===== config.mk =====
export PLATFORM = sky130hd
export DESIGN_NAME = pipelined_shifter
export DESIGN_NICKNAME = d
export VERILOG_FILES = /design/src/rtl/pipelined_shifter.sv
export SDC_FILE = /design/constraint.sdc
export NUM_CORES = 1
export LEC_CHECK = 0
export ABC_AREA = 0
export CAP_MARGIN = 20
export CELL_PAD_IN_SITES_DETAIL_PLACEMENT = 0
export CELL_PAD_IN_SITES_GLOBAL_PLACEMENT = 2
export CORE_MARGIN = 3
export CORE_UTILIZATION = 36
export DETAILED_ROUTE_END_ITERATION = 8
export MAX_ROUTING_LAYER = met4
export PLACE_DENSITY_LB_ADDON = 0.1
export SYNTH_ARGS = -nofsm -noshare
export SYNTH_HDL_FRONTEND = slang
export SYNTH_SLANG_ARGS = --single-unit
export TNS_END_PERCENT = 10

===== constraint.sdc =====
create_clock -name CLK -period 1.85 [get_ports CLK]
set_input_delay 0.185 -clock CLK [delete_from_list [all_inputs] [get_ports CLK]]
set_output_delay 0.185 -clock CLK [all_outputs]
set_load 0.05 [all_outputs]

===== src/rtl/pipelined_shifter.sv =====
// rtl/pipelined_shifter.sv - pipelined four-mode barrel shifter with valid/ready handshake
// One mux level per registered stage; the last stage register drives the outputs directly.

module pipelined_shifter #(
    parameter  int Nbits  = 8,
    localparam int LEVELS = $clog2(Nbits)
) (
    input  logic              CLK,
    input  logic              RST_N,
    input  logic              IN_VALID,
    output logic              IN_READY,
    input  logic [Nbits-1:0]  A,
    input  logic [LEVELS-1:0] SHAMT,
    input  logic [1:0]        MODE,
    output logic              OUT_VALID,
    input  logic              OUT_READY,
    output logic [Nbits-1:0]  OUT,
    output logic              CARRY,
    output logic              OVERFLOW
);

    localparam logic [1:0] MODE_LSR = 2'b00;
    localparam logic [1:0] MODE_ASR = 2'b01;
    localparam logic [1:0] MODE_LSL = 2'b10;
    localparam logic [1:0] MODE_ROR = 2'b11;

    // Single stall enable: the whole pipe freezes only when the output is held.
    logic en;
    assign en       = !OUT_VALID || OUT_READY;
    assign IN_READY = en;

    for (genvar k = 0; k < LEVELS; k++) begin : g_stage
        localparam int AMT = 1 << k;
        localparam int SW  = LEVELS - k;

        logic [Nbits-1:0] src_data;
        logic [SW-1:0]    src_shamt;
        logic [1:0]       src_mode;
        logic             src_msb;
        logic             src_carry;
        logic             src_valid;

        logic [Nbits-1:0] shift_data;
        logic             shift_carry;

        logic [Nbits-1:0] data_d, data_q;
        logic             msb_d, msb_q;
        logic             carry_d, carry_q;
        logic             valid_d, valid_q;

        if (k == 0) begin : g_src
            assign src_data  = A;
            assign src_shamt = SHAMT;
            assign src_mode  = MODE;
            assign src_msb   = A[Nbits-1];
            assign src_carry = 1'b0;
            assign src_valid = IN_VALID;
        end else begin : g_src
            assign src_data  = g_stage[k-1].data_q;
            assign src_shamt = g_stage[k-1].g_fwd.shamt_q;
            assign src_mode  = g_stage[k-1].g_fwd.mode_q;
            assign src_msb   = g_stage[k-1].msb_q;
            assign src_carry = g_stage[k-1].carry_q;
            assign src_valid = g_stage[k-1].valid_q;
        end

        // src_shamt[0] is always this level's bit; consumed bits are dropped as we go.
        always_comb begin
            shift_data  = src_data;
            shift_carry = src_carry;
            if (src_shamt[0]) begin
                case (src_mode)
                    MODE_LSR: begin
                        shift_data  = src_data >> AMT;
                        shift_carry = src_data[AMT-1];
                    end
                    MODE_ASR: begin
                        shift_data  = (src_data >> AMT) | ({Nbits{src_msb}} << (Nbits - AMT));
                        shift_carry = src_data[AMT-1];
                    end
                    MODE_LSL: begin
                        shift_data  = src_data << AMT;
                        shift_carry = src_data[Nbits-AMT];
                    end
                    MODE_ROR: begin
                        shift_data  = (src_data >> AMT) | (src_data << (Nbits - AMT));
                        shift_carry = src_data[AMT-1];
                    end
                endcase
            end
        end

        always_comb begin
            data_d  = en ? shift_data  : data_q;
            msb_d   = en ? src_msb     : msb_q;
            carry_d = en ? shift_carry : carry_q;
            valid_d = en ? src_valid   : valid_q;
        end

        always_ff @(posedge CLK or negedge RST_N) begin
            if (!RST_N) begin
                data_q  <= '0;
                msb_q   <= 1'b0;
                carry_q <= 1'b0;
                valid_q <= 1'b0;
            end else begin
                data_q  <= data_d;
                msb_q   <= msb_d;
                carry_q <= carry_d;
                valid_q <= valid_d;
            end
        end

        if (k < LEVELS - 1) begin : g_fwd
            logic [SW-2:0] shamt_d, shamt_q;
            logic [1:0]    mode_d, mode_q;

            always_comb begin
                shamt_d = en ? src_shamt[SW-1:1] : shamt_q;
                mode_d  = en ? src_mode          : mode_q;
            end

            always_ff @(posedge CLK or negedge RST_N) begin
                if (!RST_N) begin
                    shamt_q <= '0;
                    mode_q  <= '0;
                end else begin
                    shamt_q <= shamt_d;
                    mode_q  <= mode_d;
                end
            end
        end
    end

    assign OUT_VALID = g_stage[LEVELS-1].valid_q;
    assign OUT       = g_stage[LEVELS-1].data_q;
    assign CARRY     = g_stage[LEVELS-1].carry_q;
    assign OVERFLOW  = g_stage[LEVELS-1].msb_q ^ g_stage[LEVELS-1].data_q[Nbits-1];

endmodule

==> run metrics <==
CP Launch Type=register; Worst EP required=approximately 1.7 ns; Crit. End Element=output port; CP Cell Sequence=clkdlybuf4s50_1; post-route cell area=between 2000 and 2500 um2; CTS tree=done; share of cells above drive strength 1=0.0816; fillers=roughly 540; Net Sw Frac=0.419; setup bufs post-CTS=0; sequential fraction of design power=0.396; Slew @ Worst Pin=just over 0.5 ns; crit path max-delay cell type=clkdlybuf4s50_1; Routed Wire Length=between 4000 and 5000 um; Synth cell types=29; CTS Root Cell=clkbuf_8; num rows=26; sequential area share after synthesis=0.488; PwrDens=1560 nW/um2; Slew HR=0.660; width of the die=81.5 um; Mapped Avg Cell Area=approximately 9.4 um2; Arr. time, crit path=1.48 ns; Hold WC Path Type=in2reg; largest net degree at the start of global routing=43; area post-placement=2320 um2; Cells after Synth=about 220; initial antenna violation count=0; Synth Cell Area=2050 um2; CTS sink cnt=40; Antenna diodes=0; Final Hold Vio Count=0; Setup Total Neg Slack=0 ns; CTS buffer count=5; clk slew on worst S/H paths=0.07 ns; routability cong.=0.817; final worst path period share=0.899; Largest stage delay, worst path=0.81 ns; Starting Density=0.387; Crit path max-delay family=buffers and inverters; Clock power frac=0.184; total track usage=0.152; Synth-to-Final Area Change=19.0%; initial DRC count=57; nets@finish=261; CP Buf/Inv Count=1; Synth Net Count=roughly 240; Crit Path Class=reg2out; final setup violating endpoints=0; area of the multi-input gates=around 930 um2; status=finished clean; Async S/R FF share, synth=1.00; warnings from Yosys=0; number of flops mapped to enable cells by yosys=0; register bit count reported by yosys=40; Top FF cell, synth=dfrtp_1; DRT Pass-1 Iters=4; vias in the first global route=1622; first-pass GRT wire length=7610 um; Pint=0.00221 W; clk_skew=a little under 0.005 ns; critical-path maximum fanout=3; clk buf depth=2; DIE AREA=roughly 6600 um2; maxcap violations=0; I/O pins=29; minimum clock period=1.66 ns; storage element area=about 1000 um2; Max Slew Vio Count=0; IO buf count=28; Die H=81.5 um; NetSw=around 0.0016 W; grt total ovfl=0; routed len/inst=roughly 14 um; Gate power share=0.420; antenna-violating nets left=0; clk_lat worst skew=0.29 ns; fmax=0.602 GHz; DR vias=around 1600; Core Area=5300 um2; unrepaired setup endpoints after global routing=no; CTS H-tree depth=2; drc violations=0; Vias/cell=4.97; Worst VDD drop=0.000652 V; Pleak=about 1.1 nW; final core occ=0.461; final HPWL from detailed placement=approximately 3200 um
## layout make-up
cell class                 count  area share
inverter                       4     0.00717
clock inverter                 2      0.0143
clock buffer                   6      0.0297
sequential                    40       0.410
timing repair buffer          32       0.124
tap                           70      0.0359
multi-input combinational    161       0.379
## cell families after synthesis
family | count (synthesis) | share of synthesized area
compound gates | 45 | 0.146
mux | 15 | 0.0737
flops | 40 | 0.488
buf+inv | 18 | 0.0615
simple gates | 100 | 0.227
xor+xnor | 1 | 0.00427
## cells in the mapped netlist (2+ instances only)
master	number	area, um2
nand3_1	11	55.1
nand2_1	63	236
buf_2	6	30.0
buf_6	6	67.6
nand3b_1	6	45.0
mux2i_1	14	140
a21oi_1	9	45.0
nor2_1	4	15.0
o21ai_0	12	60.1
a2bb2oi_2	2	30.0
o211ai_1	11	82.6
nand2b_1	4	25.0
a31oi_1	3	18.8
and3_1	4	25.0
o21ai_1	5	25.0
dfrtp_1	40	1000
inv_1	3	11.3
nor2b_1	5	31.3
## worst paths after layout
kind / slack (ns) / start / endpoint / cells past startpoint
worst max-delay path: 0.19 / OUT[7] / OUT[7] / 1
worst min-delay path: 0.43 / SHAMT[2] / g_stage[0].g_fwd.shamt_q[1] / 3
worst max register to register: 0.53 / OUT_VALID / g_stage[0].data_q[1] / 4
worst min register to register: 0.47 / g_stage[1].valid_q / OUT_VALID / 1
max in group asynchronous: 1.01 / RST_N / g_stage[0].data_q[1] / 3
min in group asynchronous: 0.48 / RST_N / OUT[1] / 3
## metal layers
metal / vias up / GRT usage / part of all wire
met5: - / - / 0
met4: 0 / 0.0456 / 0.0073
met3: 2 / 0.0296 / 0.038
met2: 31 / 0.267 / 0.51
met1: 735 / 0.174 / 0.44
li1: 796 / - / -
## metrics by stage
step	std cells	setup slack (ns)	hold slack, ns	total power (W)
after floorplan	219	0.214	-0.111	0.00268
after global placement	306	0.289	0.269	0.00312
after detailed placement	306	0.236	0.276	0.00314
after CTS	315	0.162	0.415	0.00385
after global routing	315	0.115	0.433	0.00407
final	315	0.188	0.426	0.00380
## cells in the final DEF, fill, tap and decap left out, drive strengths merged
| cell type | n |
|---|---|
| dfrtp | 40 |
| nand3b | 6 |
| o211ai | 12 |
| a211oi | 1 |
| bufinv | 1 |
| nor2 | 4 |
| clkinv | 1 |
| a21oi | 9 |
| mux2 | 1 |
| o221ai | 1 |
| mux2i | 14 |
| dlygate4sd3 | 1 |
| clkbuf | 6 |
| inv | 4 |
| nand2b | 4 |
| and3b | 1 |
| clkdlybuf4s50 | 25 |
| a31oi | 3 |
| xor2 | 1 |
| and3 | 4 |
| buf | 6 |
| nor2b | 6 |
| a2bb2oi | 2 |
| o21ai | 17 |
| nand2 | 64 |
| nand3 | 11 |
## power by group through the flow
| stage | Sequential (W) | Combinational [W] | Clock [W] |
|---|---|---|---|
| 3_5_place_dp | 0.00153 | 0.00161 | 0 |
| 4_1_cts | 0.00151 | 0.00161 | 0.000719 |
| 3_3_place_gp | 0.00152 | 0.00160 | 0 |
| 5_1_grt | 0.00157 | 0.00176 | 0.000746 |
| 2_1_floorplan | 0.00179 | 0.000895 | 0 |
| 6_report | 0.00151 | 0.00160 | 0.000698 |
## registers in the layout (all words and copies together), names as in the netlist
signal                 flops
OUT_VALID                  1
CARRY                      1
OUT                        8
g_stage.data_q            16
g_stage.valid_q            2
g_stage.g_fwd.shamt_q      3
g_stage.msb_q              3
g_stage.carry_q            2
g_stage.g_fwd.mode_q       4
## what timing repair did
item | CTS | global route
hold endpoints to repair | 40 | 0
gates resized for setup | 0 | 0
hold buffers | 1 | 0
(Power assumes the default switching activity.)
